===== src/rtl/dbg_csr_pkg.sv =====
// Shared address map for the debug CSR bank.
package dbg_csr_pkg;

  // Fixed single registers
  localparam int ADDR_STATUS     = 'h00;
  localparam int ADDR_ERR        = 'h01;
  localparam int ADDR_ID         = 'h02;
  localparam int ADDR_SNAPCNT    = 'h03;
  localparam int ADDR_SW_RESET   = 'h10;
  localparam int ADDR_ENABLE     = 'h11;

  // Per-channel pages: the low nibble of the address selects the channel
  localparam int ADDR_MON_BASE   = 'h20;
  localparam int ADDR_FORCE_BASE = 'h30;
  localparam int PAGE_SHIFT      = 4;

endpackage


===== src/rtl/dbg_csr_bank_sync_2ff.sv =====
// Two-flop synchronizer with a configurable reset value.
module sync_2ff #(
  parameter int               WIDTH   = 1,
  parameter logic [WIDTH-1:0] RST_VAL = '0
) (
  input  logic             clk,
  input  logic             rst_n,
  input  logic [WIDTH-1:0] d,
  output logic [WIDTH-1:0] q
);

  logic [WIDTH-1:0] meta;

  // Two back-to-back stages; both preset to RST_VAL while in reset
  always_ff @(posedge clk or negedge rst_n) begin
    if (!rst_n) begin
      meta <= RST_VAL;
      q    <= RST_VAL;
    end else begin
      meta <= d;
      q    <= meta;
    end
  end

endmodule


===== src/rtl/dbg_csr_bank.sv =====
// Debug CSR bank: snapshots of status/monitor probes taken at SPI
// transaction start, sticky error bits, a self-clearing reset pulse,
// an enable register and per-channel force registers.
//
// Write protocol: spi_wr_en is a single-cycle strobe; spi_addr and
// spi_wdata are sampled on the same rising clk edge where spi_wr_en=1.
// There is no backpressure. Reads are a pure combinational decode of
// spi_addr and are valid in the same cycle.
module dbg_csr_bank
  import dbg_csr_pkg::*;
#(
  parameter int                 NB_ADDR   = 7,
  parameter int                 NB_DATA   = 8,
  parameter int                 N_MON     = 9,
  parameter int                 N_FORCE   = 9,
  parameter int                 PULSE_LEN = 4,
  parameter logic [NB_DATA-1:0] ID_VALUE  = 8'hA2
) (
  input  logic                       clk,
  input  logic                       rst_n,
  input  logic [NB_ADDR-1:0]         spi_addr,
  input  logic [NB_DATA-1:0]         spi_wdata,
  input  logic                       spi_wr_en,
  input  logic                       spi_ss_n,
  output logic [NB_DATA-1:0]         spi_rdata,
  input  logic [NB_DATA-1:0]         status_in,
  input  logic [N_MON*NB_DATA-1:0]   mon_bus,
  input  logic [NB_DATA-1:0]         err_in,
  output logic [NB_DATA-1:0]         sw_reset,
  output logic [NB_DATA-1:0]         enable_sig,
  output logic [N_FORCE*NB_DATA-1:0] force_bus,
  output logic [NB_DATA-1:0]         snap_cnt
);

  localparam int PG_W = NB_ADDR - PAGE_SHIFT;

  logic               ss_sync;
  logic               ss_prev;
  logic [1:0]         sync_vld;
  logic               snap_take;

  logic [NB_DATA-1:0] status_snap;
  logic [NB_DATA-1:0] mon_snap [N_MON];
  logic [NB_DATA-1:0] snap_q;
  logic [NB_DATA-1:0] err_sticky;
  logic [NB_DATA-1:0] err_clr;
  logic [NB_DATA-1:0] sw_q;
  logic [7:0]         pulse_cnt;
  logic [NB_DATA-1:0] enable_q;
  logic [NB_DATA-1:0] force_q [N_FORCE];

  logic [3:0]         ch_idx;
  logic [PG_W-1:0]    page;
  logic               mon_hit;
  logic               force_hit;
  logic               wr_err;
  logic               wr_sw;
  logic               wr_en_reg;

  // Address decode shared by the write and read paths
  assign ch_idx    = spi_addr[PAGE_SHIFT-1:0];
  assign page      = spi_addr[NB_ADDR-1:PAGE_SHIFT];
  assign mon_hit   = (page == PG_W'(ADDR_MON_BASE >> PAGE_SHIFT));
  assign force_hit = (page == PG_W'(ADDR_FORCE_BASE >> PAGE_SHIFT));
  assign wr_err    = spi_wr_en && (spi_addr == NB_ADDR'(ADDR_ERR));
  assign wr_sw     = spi_wr_en && (spi_addr == NB_ADDR'(ADDR_SW_RESET));
  assign wr_en_reg = spi_wr_en && (spi_addr == NB_ADDR'(ADDR_ENABLE));

  sync_2ff #(
    .WIDTH   (1),
    .RST_VAL (1'b1)
  ) u_ss_sync (
    .clk   (clk),
    .rst_n (rst_n),
    .d     (spi_ss_n),
    .q     (ss_sync)
  );

  // Falling-edge detector on synchronized ss_n. The synchronizer's reset
  // preset is not a real sample of ss_n, so the detector stays disarmed
  // until the second stage holds a genuine sample; a reset released with
  // ss_n already low therefore never looks like a transaction start.
  always_ff @(posedge clk or negedge rst_n) begin
    if (!rst_n) begin
      sync_vld <= 2'b00;
      ss_prev  <= 1'b0;
    end else begin
      sync_vld <= {sync_vld[0], 1'b1};
      ss_prev  <= ss_sync & sync_vld[1];
    end
  end

  assign snap_take = ss_prev & ~ss_sync;

  // Status snapshot and snapshot counter, loaded once per transaction
  always_ff @(posedge clk or negedge rst_n) begin
    if (!rst_n) begin
      status_snap <= '0;
      snap_q      <= '0;
    end else if (snap_take) begin
      status_snap <= status_in;
      snap_q      <= snap_q + 1'b1;
    end
  end

  // Monitor channel snapshots, captured together with the status snapshot
  for (genvar i = 0; i < N_MON; i++) begin : g_mon
    always_ff @(posedge clk or negedge rst_n) begin
      if (!rst_n) begin
        mon_snap[i] <= '0;
      end else if (snap_take) begin
        mon_snap[i] <= mon_bus[i*NB_DATA +: NB_DATA];
      end
    end
  end

  // Sticky error bits: a new event in the clearing cycle wins over the clear
  assign err_clr = wr_err ? spi_wdata : '0;

  always_ff @(posedge clk or negedge rst_n) begin
    if (!rst_n) begin
      err_sticky <= '0;
    end else begin
      err_sticky <= (err_sticky & ~err_clr) | err_in;
    end
  end

  // Self-clearing reset pulse: value held for PULSE_LEN cycles, a rewrite restarts it
  always_ff @(posedge clk or negedge rst_n) begin
    if (!rst_n) begin
      sw_q      <= '0;
      pulse_cnt <= '0;
    end else if (wr_sw) begin
      sw_q      <= spi_wdata;
      pulse_cnt <= 8'(PULSE_LEN);
    end else if (pulse_cnt != 8'd0) begin
      pulse_cnt <= pulse_cnt - 8'd1;
      if (pulse_cnt == 8'd1) begin
        sw_q <= '0;
      end
    end
  end

  // Enable register
  always_ff @(posedge clk or negedge rst_n) begin
    if (!rst_n) begin
      enable_q <= '0;
    end else if (wr_en_reg) begin
      enable_q <= spi_wdata;
    end
  end

  // Force channel registers; indices at or above N_FORCE match no channel
  for (genvar i = 0; i < N_FORCE; i++) begin : g_force
    always_ff @(posedge clk or negedge rst_n) begin
      if (!rst_n) begin
        force_q[i] <= '0;
      end else if (spi_wr_en && force_hit && (ch_idx == 4'(i))) begin
        force_q[i] <= spi_wdata;
      end
    end
    assign force_bus[i*NB_DATA +: NB_DATA] = force_q[i];
  end

  // Combinational read decode; anything unmapped reads as zero
  always_comb begin
    spi_rdata = '0;
    case (spi_addr)
      NB_ADDR'(ADDR_STATUS):   spi_rdata = status_snap;
      NB_ADDR'(ADDR_ERR):      spi_rdata = err_sticky;
      NB_ADDR'(ADDR_ID):       spi_rdata = ID_VALUE;
      NB_ADDR'(ADDR_SNAPCNT):  spi_rdata = snap_q;
      NB_ADDR'(ADDR_SW_RESET): spi_rdata = sw_q;
      NB_ADDR'(ADDR_ENABLE):   spi_rdata = enable_q;
      default:                 spi_rdata = '0;
    endcase
    for (int i = 0; i < N_MON; i++) begin
      if (mon_hit && (ch_idx == 4'(i))) spi_rdata = mon_snap[i];
    end
    for (int i = 0; i < N_FORCE; i++) begin
      if (force_hit && (ch_idx == 4'(i))) spi_rdata = force_q[i];
    end
  end

  assign sw_reset   = sw_q;
  assign enable_sig = enable_q;
  assign snap_cnt   = snap_q;

endmodule


===== config.mk =====
export PLATFORM = sky130hd
export DESIGN_NAME = dbg_csr_bank
export DESIGN_NICKNAME = d
export VERILOG_FILES = /design/src/rtl/dbg_csr_pkg.sv /design/src/rtl/dbg_csr_bank_sync_2ff.sv /design/src/rtl/dbg_csr_bank.sv
export SDC_FILE = /design/constraint.sdc
export NUM_CORES = 1
export LEC_CHECK = 0
export CAP_MARGIN = 0
export CORE_MARGIN = 2
export CORE_UTILIZATION = 55
export DETAILED_ROUTE_END_ITERATION = 10
export PLACE_DENSITY = 0.86
export SYNTH_ARGS = -nofsm -noshare
export SYNTH_HDL_FRONTEND = slang
export SYNTH_SLANG_ARGS = --single-unit

===== constraint.sdc =====
create_clock -name clk -period 3.8 [get_ports clk]
set_input_delay 0.38 -clock clk [delete_from_list [all_inputs] [get_ports clk]]
set_output_delay 0.38 -clock clk [all_outputs]
set_load 0.01 [all_outputs]

==> results of run 1 <==
==> Yosys cell counts, drive strengths merged (6+ instances only) <==
cell	instances
o211ai	7
a21oi	28
mux2	165
a21o	11
o22ai	10
mux2i	15
nand3	23
nor2	51
nor3	8
nor4	6
a22oi	11
xnor2	9
nand2	42
nor2b	10
buf	31
dfrtp	195
clkbuf	19
inv	10
mux4	6
o21ai	47
a22o	12
==> kinds of logic after synthesis <==
kind of cell	count (synthesis)	share of synthesized area, %
adders and majority gates	3	0.391
xor gates and xnor gates	10	0.911
and+or+nand+nor	169	9.49
AOI/OAI and AO/OA	175	12.4
muxes	186	22.3
other	1	0.0390
buffers and inverters	60	3.10
DFF	197	51.3
==> per-layer routing <==
metal | track usage [%] | part of all wire (%)
met5 | 0 | 0
met4 | 11.9 | 3.2
met3 | 7.90 | 8.5
met2 | 55.4 | 48
met1 | 44.3 | 41
==> final cells by class <==
type	instances	share of cell area (%)
repair buffers	251	19.2
multi-input cells	544	34.7
flip-flops and latches	197	38.9
clock buffers	18	3.39
clock inverters	14	1.28
well taps	225	2.22
inverters	10	0.296
==> flip-flops by register name (all words and copies together) (netlist names) <==
register	count
enable_sig	8
err_sticky	8
force_bus	72
mon_snap	72
pulse_cnt	8
snap_cnt	8
ss_prev	1
status_snap	8
sw_reset	8
sync_vld	2
u_ss_sync.meta	1
u_ss_sync.q	1
==> placed cells by master (no fill, tap or decap), drive strengths merged, types with 19 or more instances in the layout <==
cell	synthesis	final
a21oi	28	28
buf	31	42
clkbuf	19	19
clkdlybuf4s50	0	207
dfrtp	195	195
mux2	165	165
nand2	42	42
nand3	23	23
nor2	51	51
o21ai	47	47
==> critical path: stages <==
cell and delay (ns):
clkdlybuf4s50_1 0.53, or3b_1 0.63, nor3_1 0.43, o21ai_0 0.16
o211ai_1 0.16, a21oi_1 0.16, o21bai_1 0.23, clkdlybuf4s50_1 0.57
==> power groups by stage <==
stage	clock network (mW)	registers [mW]	logic, mW
floorplan	0	2.67	0.569
global placement	0	2.72	1.11
detailed placement	0	2.73	1.15
CTS	1.83	2.69	1.16
global route	1.93	2.73	1.25
finish	1.82	2.70	1.17
==> worst max path at each step <==
stage | cells after the start | endpoint | slack [ns]
after global routing | 8 | spi_rdata[6] | 0.03
final | 8 | spi_rdata[0] | 0.16
after floorplan | 8 | spi_rdata[1] | 1.58
after detailed placement | 7 | spi_rdata[3] | 0.16
after global placement | 7 | spi_rdata[3] | 0.21
after CTS | 7 | spi_rdata[3] | 0.15
==> repair_timing <==
item / 4_1_cts / 5_1_grt
hold buffers: 1 / 0
endpoints found under the hold margin: 41 / 0
endpoints found under the setup margin: 0 / 3
buffers inserted: 0 / 0
resized for setup: 0 / 2
==> metrics, run 1 <==
clk sinks 197; hold crit path type primary input to flip-flop; Worst R2R Setup Slack 1.82 ns; overall power 5.68 mW; RSZ-0062 raised after global routing false; Total GRT Usage between 30% and 40%; Yosys reg bits 197; Yosys cell types 79; Fin. Hold Viols 0; setup violators final 0; asr flop ratio synth 100%; clock share of power 32.0%; Flop pwr share 47.5%; Avg Cell Area, Syn 12.0 um2; Fmax 275 MHz; P&R area growth vs syn 31.8%; Sw Ratio 29.7%; drt first pass iters 5; DR iter-0 viols around 710; combinational share of power 20.5%; Setup crit start spi_addr[4]; largest net degree at the start of global routing 105; crit path DAT 3.26 ns; grt total ovfl 0; FP Rows 48; vias in the first global route 8099; CTS tree built; post-layout util about three quarters; Setup WS pre-CTS 0.160 ns; number of diodes 0; YS warnings 0; fin crit share 95.8%; final hold slack 0.334 ns; hold depth 1; Pleak ~5.3 nW; maximum VDD drop 0.312 mV; Syn Std Cell Area 9610 um2; Seq/Total Area, Yosys 51.3%; GP Congestion just under 1; IO Port Bufs 210; Die Ht between 100 and 150 um; area leader, netlist dfrtp_1; Int Pwr 3.99 mW; critical path class primary input to output pin; clk slew on worst S/H paths around 0.080 ns; Worst Hold Launch spi_ss_n; worst skew pair latency roughly 0.44 ns; Critical Path RT 3.42 ns; clk buf depth 2; Critical Path Fanout Max 7; clock skew 0.00969 ns; power density cells 448 nW/um2; Area contributors post-synth dfrtp_1 (51%), mux2_2 (19%), o21ai_0 (2.4%); ANT nets after route 0; CP Launch Type primary input; I/O pin count ~210; status complete, no violations; placed inst area around 12000 um2; placed cell count 1226; syn_nets 911; Top FF cell, synth dfrtp_1; footprint of the multi-input gates between 4000 and 5000 um2; clock root cell clkbuf_16; Setup crit end kind output pin; Remaining DRCs 0; Via Count between 7000 and 8000; Starting Density 56.0%; global-route wire length before repair 46600 um; top-area cell type share of the netlist area between 50% and 60%; H-tree depth 4; CORE AREA 17200 um2; crit path time final approximately 3.6 ns; Min-Delay Endpoint u_ss_sync.meta; fill count roughly 1200; Slew Limit Fails 0; setup TNS 0 ns; EDFF count, synth 0; Design Area, Final 12700 um2; maxcap violations 0; initial antenna violation count 0; vias per cell about 6.2; DR WL/cell between 20 and 25 um; share of layout cells above drive strength 1 about a quarter; Die W about 140 um; DPL Wire Length 22600 um; Layout Cells excl Fill 1259; die area 18500 um2; Psw 1.69 mW; critical register-to-register path endpoint pulse_cnt[7]; final wirelength 30500 um; FF-to-FF Start pulse_cnt[4]; worst-margin pin slew between 0.7 and 0.8 ns; Final WS setup 0.160 ns; Register Area around 4900 um2; CTS buffer count 17; FF-to-FF path depth 6; nets 1131; gate count of the mapped netlist approximately 800; Rel. slew slack a little over half
No activity file was read; power rests on OpenSTA's default activity.
==> run 2: changes to the inputs <==
- CORE_MARGIN: 2 -> 3
- GPL_ROUTABILITY_DRIVEN: unset -> 0
- SLEW_MARGIN: unset -> 40
==> run 2 against run 1 <==
  * Clock power fell by 4%
  * Largest power group unchanged
  * Count of clock-buffer cells in the layout rose by 1
  * Non-clock buffer count fell by 7
  * Largest cell class unchanged
==> metrics, run 2 (synthesis results as in run 1) <==
Starting Density 57.1% (+1.2 points); share of layout cells above drive strength 1 25.5% (-0.70 points); hold crit path type primary input to flip-flop; vias per cell 6.48 (+4.2%); Register Area 4930 um2 (unchanged); P&R area growth vs syn 30.8%; clock root cell clkbuf_16; maxcap violations 0 (unchanged); Critical Path Fanout Max 9 (+2); most common cell after layout, fill and taps aside clkdlybuf4s50_1; CTS tree built; Via Count 8077 (+3.2%); largest net degree at the start of global routing 113 (+7.6%); final wirelength 30200 um (-1.2%); ANT nets after route 0 (unchanged); Die Ht 138 um (+1.5%); clk buf depth 2 (unchanged); Pleak 5.23 nW (-1.2%); Rel. slew slack 57.5% (+4.9 points); CP Launch Type primary input; DR WL/cell 24.2 um (-0.24%); Remaining DRCs 0 (unchanged); initial antenna violation count 0 (unchanged); clk slew on worst S/H paths 0.07 ns (about the same); IO Port Bufs 210 (unchanged); CP top delay family simple AND/OR/NAND/NOR gates; CORE AREA 16800 um2 (-2.1%); setup violators final 0 (unchanged); setup TNS 0 ns (unchanged); crit path DAT 3.35 ns (+0.09 ns); power density cells 446 nW/um2 (-0.58%); crit path time final 3.73 ns (+0.0937 ns); Fin. Hold Viols 0 (unchanged); worst-margin pin slew 0.635 ns (-0.0737 ns); Setup crit end kind output pin; Design Area, Final 12600 um2 (-0.79%); vias in the first global route 8012 (-1.1%); Post-CTS Repair Setup Buffers 0 (unchanged); grt total ovfl 0 (unchanged); most frequent cells in the layout clkdlybuf4s50_1 (207), dfrtp_1 (195), mux2_2 (161), o21ai_0 (46), nor2_1 (41); critical path class primary input to output pin; status complete, no violations; DR iter-0 viols 1211 (+71%); cell mode on critical path clkdlybuf4s50_1; number of diodes 0 (unchanged); clk sinks 197 (unchanged); Critical Path RT 3.42 ns (about the same); I/O pin count 211 (unchanged); die area 19100 um2 (+3.0%); drt first pass iters 7 (+2); maximum VDD drop 0.342 mV (+9.6%); Layout Cells excl Fill 1247 (-0.95%); Total GRT Usage 31.2% (-2.6 points); DPL Wire Length 21600 um (-4.4%); Fmax 268 MHz (-2.5%); CTS buffer count 17 (unchanged); Buf+Inv Stages, Crit Path 2 (unchanged); crit path cell chain clkdlybuf4s50_1 > or3b_1 > nor2_2 > a32o_1 > a31oi_1 > nor4_1 > o21ai_1 > clkdlybuf4s50_1; H-tree depth 4 (unchanged); fill count 1149 (-5.1%); clock skew 0.00693 ns (-0.00276 ns); FP Rows 47 (-2.1%); global-route wire length before repair 46500 um (-0.25%); footprint of the multi-input gates 4390 um2 (-0.17%); Die W 138 um (+1.5%); worst skew pair latency 0.44 ns (about the same); placed cell count 1214 (-0.98%); CP max stage delay 0.61 ns (-0.02 ns); slowest cell on the critical path or3b_1; nets 1124 (-0.62%); Slew Limit Fails 0 (unchanged); fin crit share 98.3% (+2.5 points); placed inst area 12000 um2 (-0.50%); RSZ-0062 raised after global routing false; final hold slack 0.342 ns (+0.00728 ns)
run 2: cell types whose count changed in the layout (fill, tap and decap cells not counted), moves of 2 or more:
cell / previous run / this run
inv_8: 3 / 1
buf_4: 38 / 32
inv_6: 4 / 2
clkinvlp_4: 0 / 3
clkinv_8: 2 / 0
run 2: power by group:
group	switching (mW)	internal (mW)
registers	0.299	2.41
clock network	0.826	0.913
logic	0.515	0.641
run 2: path summary, 6_finish.rpt:
kind                                     start        endpoint  slack, ns  depth (start not counted)
worst min-delay path                  spi_ss_n  u_ss_sync.meta       0.34                          1
worst max register to register     u_ss_sync.q     snap_cnt[5]       1.92                          5
worst max-delay path               spi_addr[4]    spi_rdata[5]       0.07                          8
max in group asynchronous                rst_n   enable_sig[7]       2.37                          3
worst min register to register  u_ss_sync.meta     u_ss_sync.q       0.36                          0
min in group asynchronous                rst_n  status_snap[0]       0.50                          2
run 2: routing by layer:
layer  wire, um  up-vias  global-route usage [%]  share of wire [%]
met5         37        -                       0               0.12
met2      14400      575                    50.2                 48
met3       3110      108                    8.74                 10
li1           -     3401                       -                  -
met1      11500     3991                    41.1                 38
met4       1140        2                    11.0                3.8
run 2: timing repair:
action                                  in CTS  in global routing
resized for setup                            0                  0
hold endpoints to repair                   107                  0
endpoints found under the setup margin       0                  0
hold buffers                                 1                  0
run 2: layout make-up:
cell class                      instances  area share [%]
Clock inverter                         13            1.01
Sequential cell                       197            39.2
Multi-Input combinational cell        544            34.9
Tap cell                              220            2.19
Timing Repair Buffer                  244            18.9
Clock buffer                           19            3.44
Inverter                               10           0.299
run 2: through the flow:
stage               utilization (%)  setup WS, ns  power, mW
floorplan                         -          1.58       3.24
global placement               71.3         0.242       3.82
detailed placement             71.4         0.197       3.87
CTS                            74.7         0.179       5.60
global route                   74.7        0.0126       5.81
finish                         74.7        0.0664       5.60
